===== config.mk =====
export PLATFORM = sky130hd
export DESIGN_NAME = sysx_transfer_sequencer
export DESIGN_NICKNAME = d
export VERILOG_FILES = /design/src/rtl/sysx_transfer_sequencer.sv
export SDC_FILE = /design/constraint.sdc
export NUM_CORES = 1
export LEC_CHECK = 0
export BUFFER_PORTS_ARGS = -buffer_cell sky130_fd_sc_hd__buf_4
export CAP_MARGIN = 20
export CORE_MARGIN = 3
export CORE_UTILIZATION = 53
export DETAILED_ROUTE_END_ITERATION = 16
export PLACE_DENSITY = 0.85
export SETUP_SLACK_MARGIN = 0.1
export SLEW_MARGIN = 20
export SYNTH_ARGS = -nofsm -noshare
export SYNTH_HDL_FRONTEND = slang
export SYNTH_SLANG_ARGS = --single-unit

===== constraint.sdc =====
create_clock -name iClock -period 2.3 [get_ports iClock]
set_input_delay 0.46 -clock iClock [delete_from_list [all_inputs] [get_ports iClock]]
set_output_delay 0.46 -clock iClock [all_outputs]
set_load 0.01 [all_outputs]

===== src/rtl/sysx_transfer_sequencer.sv =====
// sysX master transfer sequencer: streams MOSI buffer words out MSB-first over
// the byte-wide bus and assembles the returned bytes into MISO buffer words.
//
//   state     | meaning
//   ----------+-----------------------------------------------------------
//   IDLE      | waiting for start; device interrupt may raise oInterrupt
//   LOAD      | present word index to the MOSI buffer
//   WAIT_DATA | buffer read latency; capture word into TX shift register
//   BYTE3..0  | shift out one byte, bus clock low half then high half
//   STORE     | write assembled RX word to the MISO buffer, bump index
//   DONE      | one-cycle completion pulse, select released
module sysx_transfer_sequencer #(
    parameter int DIV_WIDTH  = 12,
    parameter int ADDR_WIDTH = 8
) (
    input  logic                  iClock,
    input  logic                  iReset,
    input  logic                  iStart,
    input  logic                  iAbort,
    input  logic [ADDR_WIDTH-1:0] iWordCount,
    input  logic [1:0]            iSelect,
    input  logic [DIV_WIDTH-1:0]  iClockDivide,
    input  logic                  iIntAck,
    output logic [ADDR_WIDTH-1:0] oMOSIAddr,
    input  logic [31:0]           iMOSIData,
    output logic [ADDR_WIDTH-1:0] oMISOAddr,
    output logic [31:0]           oMISOData,
    output logic                  oMISOWrite,
    output logic [7:0]            oBusMOSI,
    input  logic [7:0]            iBusMISO,
    output logic                  oBusClock,
    output logic [1:0]            oBusSelect,
    input  logic                  iBusInterrupt,
    output logic                  oBusy,
    output logic                  oDone,
    output logic [ADDR_WIDTH-1:0] oWordsDone,
    output logic                  oInterrupt
);

    typedef enum logic [3:0] {
        IDLE, LOAD, WAIT_DATA, BYTE3, BYTE2, BYTE1, BYTE0, STORE, DONE
    } state_t;

    state_t                state;
    state_t                stateNext;
    logic [ADDR_WIDTH-1:0] countReg;
    logic [1:0]            selReg;
    logic [DIV_WIDTH-1:0]  divReg;
    logic [DIV_WIDTH-1:0]  divCount;
    logic                  busPhase;
    logic [ADDR_WIDTH-1:0] wordIdx;
    logic [ADDR_WIDTH-1:0] wordsDone;
    logic [31:0]           txReg;
    logic [31:0]           rxReg;
    logic                  interrupt;

    logic                  isByte;
    logic                  tick;
    logic                  startOk;
    logic [ADDR_WIDTH-1:0] idxNext;

    assign isByte  = (state == BYTE3) || (state == BYTE2) ||
                     (state == BYTE1) || (state == BYTE0);
    assign tick    = isByte && (divCount == divReg);
    assign startOk = iStart && !iAbort;
    assign idxNext = wordIdx + 1'b1;

    // State register
    always_ff @(posedge iClock) begin
        if (iReset) state <= IDLE;
        else        state <= stateNext;
    end

    // Next-state decode and state-derived outputs
    always_comb begin
        stateNext  = state;
        oMOSIAddr  = '0;
        oMISOAddr  = '0;
        oMISOData  = '0;
        oMISOWrite = 1'b0;
        oBusMOSI   = '0;
        oBusSelect = '0;
        oBusy      = (state != IDLE);
        oDone      = 1'b0;
        case (state)
            IDLE: begin
                if (startOk) stateNext = (iWordCount == '0) ? DONE : LOAD;
            end
            LOAD: begin
                oMOSIAddr  = wordIdx;
                oBusSelect = selReg;
                stateNext  = WAIT_DATA;
            end
            WAIT_DATA: begin
                oBusSelect = selReg;
                stateNext  = BYTE3;
            end
            BYTE3: begin
                oBusMOSI   = txReg[31:24];
                oBusSelect = selReg;
                if (tick && busPhase) stateNext = BYTE2;
            end
            BYTE2: begin
                oBusMOSI   = txReg[23:16];
                oBusSelect = selReg;
                if (tick && busPhase) stateNext = BYTE1;
            end
            BYTE1: begin
                oBusMOSI   = txReg[15:8];
                oBusSelect = selReg;
                if (tick && busPhase) stateNext = BYTE0;
            end
            BYTE0: begin
                oBusMOSI   = txReg[7:0];
                oBusSelect = selReg;
                if (tick && busPhase) stateNext = STORE;
            end
            STORE: begin
                oMISOWrite = 1'b1;
                oMISOAddr  = wordIdx;
                oMISOData  = rxReg;
                oBusSelect = selReg;
                stateNext  = (idxNext == countReg) ? DONE : LOAD;
            end
            DONE: begin
                oDone     = 1'b1;
                stateNext = IDLE;
            end
            default: stateNext = IDLE;
        endcase
        if ((state != IDLE) && iAbort) stateNext = IDLE;
    end

    assign oBusClock  = busPhase;
    assign oWordsDone = wordsDone;
    assign oInterrupt = interrupt;

    // Transfer datapath: latched config, divider, shift registers, counters, interrupt
    always_ff @(posedge iClock) begin
        if (iReset) begin
            countReg  <= '0;
            selReg    <= '0;
            divReg    <= '0;
            divCount  <= '0;
            busPhase  <= 1'b0;
            wordIdx   <= '0;
            wordsDone <= '0;
            txReg     <= '0;
            rxReg     <= '0;
            interrupt <= 1'b0;
        end else begin
            if ((state == IDLE) && startOk) begin
                countReg  <= iWordCount;
                selReg    <= iSelect;
                divReg    <= iClockDivide;
                wordsDone <= '0;
                wordIdx   <= '0;
            end

            if (state == WAIT_DATA) txReg <= iMOSIData;

            // Divider and bus clock phase only run inside byte states; abort
            // drops the bus clock low together with the return to IDLE.
            if (isByte && !iAbort) begin
                divCount <= tick ? '0 : divCount + 1'b1;
                if (tick) begin
                    busPhase <= ~busPhase;
                    if (!busPhase) begin
                        case (state)
                            BYTE3:   rxReg[31:24] <= iBusMISO;
                            BYTE2:   rxReg[23:16] <= iBusMISO;
                            BYTE1:   rxReg[15:8]  <= iBusMISO;
                            default: rxReg[7:0]   <= iBusMISO;
                        endcase
                    end
                end
            end else begin
                divCount <= '0;
                busPhase <= 1'b0;
            end

            if (state == STORE) begin
                wordsDone <= wordsDone + 1'b1;
                wordIdx   <= idxNext;
            end

            if ((state == DONE) || ((state == IDLE) && iBusInterrupt))
                interrupt <= 1'b1;
            else if (iIntAck)
                interrupt <= 1'b0;
        end
    end

endmodule


==> run summary <==
outcome = completed
DP Worst Slack = 0.116 ns
worst setup margin = 0.0320 ns
cts bufs inserted = 17
setup TNS = 0 ns
CP Class = register to primary output
Worst EP required = 1.84 ns
Die Height = 108 um
worst r2r path cells = 9
IO Count = 139
Startpoint Class = register
critical path arrival = 1.81 ns
FF-to-FF End = rxReg[12]
Worst VDD drop = 0.587 mV
Cell Rows = 36
Final #Nets = 913
most frequent cells in the layout = buf_4, nand2_1, dfxtp_1, a21oi_1, nor2_1
grt ovf = 0
first-pass GRT wire length = 24,200 um
Synth cell types = 45
CTS tree = yes
DIE AREA = 11,600 um2
Worst-path clk slew = 0.06 ns
P&R area growth vs syn = 46.4%
ANT cells = 0
endpoint type of the worst setup path = primary output
main flop type after synthesis = dfxtp_1
Slew @ Worst Pin = 1.06 ns
min Tclk post-route = 2.27 ns
Layout fillers = 564
RePlAce Congestion = 0.835
Syn Std Cell Area = 5480 um2
post-detailed-route wirelength per cell = 18.2 um
setup slack, reg-to-reg = 0.14 ns
Cells after Synth = 681
Max Root-Sink Buffers = 2
vias = 5,616
RR Startpoint = state[2]
Max Clk Rate = 0.441 GHz
Yosys reg bits = 120
Final Hold Fails = 0
Post-Synthesis Net Count = 752
vias in the first global route = 5,063
Power Density = 817 nW/um2
number of synthesized flops with an enable pin = 0
post-route ant nets = 0
hold depth = 3
Via density = 5.68
Clk Latency, worst-skew pair = 0.53 ns
number of max-cap violations = 0
warnings from Yosys = 0
Async S/R FF share, synth = 0
Static Leak = 3.44 nW
largest net degree at the start of global routing = 104
total core area = 9910 um2
die span in x = 108 um
hold worst-path end = txReg[18]
unrepaired setup endpoints after global routing = yes
1st-pass router iterations = 6
1st-iter DRT viols = 490
H-tree Lvls = 4
Hold Crit Class = input pin to register
CP Max Fanout = 9
antenna violations before repair = 0
drt drc = 0
clock sink count = 120
sequential share of the synthesized area = 0.439
Worst slew margin = 0.291
detailed placer's ending HPWL = 9820 um
clock skew = 0.0113 ns
Final Max Tran Viols = 0
DRT Wirelength = 17,900 um
layout cells sized above 1 = 0.333
syn_area_per_cell = 8.04 um2
Port Buffer Count = 138
Hold WS = 0.179 ns
hold_sp = iMOSIData[18]
clock root cell = clkbuf_8
period utilization = 0.986
commonest non-fill, non-tap cell in the layout = buf_4
utilization after layout = 0.809
Initial Utilization = 0.553
Total GRT Usage = 0.261
Setup-failing EPs final = 0
synthesized netlist by cell type (all sizes together) (3+ instances only):
cell	n	area, um2
xnor2	20	175
a311oi	3	26.3
ha	3	37.5
a21oi	74	370
nor4	4	31.3
o21ai	9	45.0
and3	17	106
a22oi	8	60.1
inv	7	26.3
nor3	6	30.0
and2	43	269
buf	6	33.8
dfxtp	120	2400
nand4	7	43.8
nor2	73	274
xor2	14	123
nand2	125	469
mux2i	40	400
o22ai	7	43.8
nand3	23	115
nand2b	5	31.3
nor2b	3	18.8
clkbuf	41	154
or4	4	30.0
area by class of cell:
type	instances	area (um2)	share of cell area
Sequential cell	120	2420	0.301
Timing Repair Buffer	188	1720	0.214
Multi-Input combinational cell	508	3070	0.383
Clock buffer	20	455	0.0568
Inverter	7	31.3	0.00390
Tap cell	133	166	0.0208
Clock inverter	12	165	0.0206
worst max-delay path: stages, from the launching register on:
cell and delay [ns]:
dfxtp_4 0.38, buf_4 0.20, inv_1 0.10, a21oi_1 0.16
a21oi_1 0.06, a21oi_1 0.17, nor2_1 0.07, buf_4 0.15
state kept, by name (all words and copies together), names as in the netlist:
name,cells
divReg,12
rxReg,32
oBusClock,1
oInterrupt,1
state,4
divCount,12
countReg,8
wordIdx,8
txReg,32
oWordsDone,8
selReg,2
cell families after synthesis:
family	count (synthesis)	synth area share
adders and majority gates	3	0.00685
AOI/OAI and AO/OA	112	0.116
DFF	120	0.439
muxes	42	0.0772
xor gates and xnor gates	34	0.0544
buffers and inverters	54	0.0391
and+or+nand+nor	316	0.268
stage by stage:
stage,instances,total power [W],instance area [um2]
4_1_cts,974,0.00626,7540
6_report,988,0.00655,8020
3_5_place_dp,927,0.00343,6670
2_1_floorplan,681,0.00305,5480
3_3_place_gp,927,0.00339,6670
5_1_grt,988,0.00676,8020
timing repair:
item	in CTS	in global routing
hold buffers	0	0
setup buffers	12	11
pin swaps	5	23
setup endpoints to repair	61	72
gates resized for setup	23	95
cloned	3	4
how the worst max path moves through the flow:
stage,end,from,cells after the start
finish,oBusMOSI[1],state[1],7
global route,oBusMOSI[1],state[1],7
CTS,oMISOData[27],state[3],8
detailed placement,rxReg[5],state[2],8
global placement,wordIdx[6],state[0],8
floorplan,oMISOData[0],state[1],7
routing by layer:
metal	share of wire	vias up	track usage	routed length, um
met5	0	-	0	0
met3	0.065	67	0.0432	1170
met1	0.38	2648	0.320	6870
met4	0.035	0	0.0902	627
li1	-	2617	-	-
met2	0.52	284	0.461	9270
report_power, final:
group          switching, W  total (W)  leakage [nW]  internal (W)
combinational      0.000786    0.00139          2.17      0.000608
clock               0.00104    0.00279         0.295       0.00175
sequential         0.000120    0.00236         0.974       0.00224
total               0.00194    0.00655          3.44       0.00461
No activity file was read; power rests on OpenSTA's default activity.
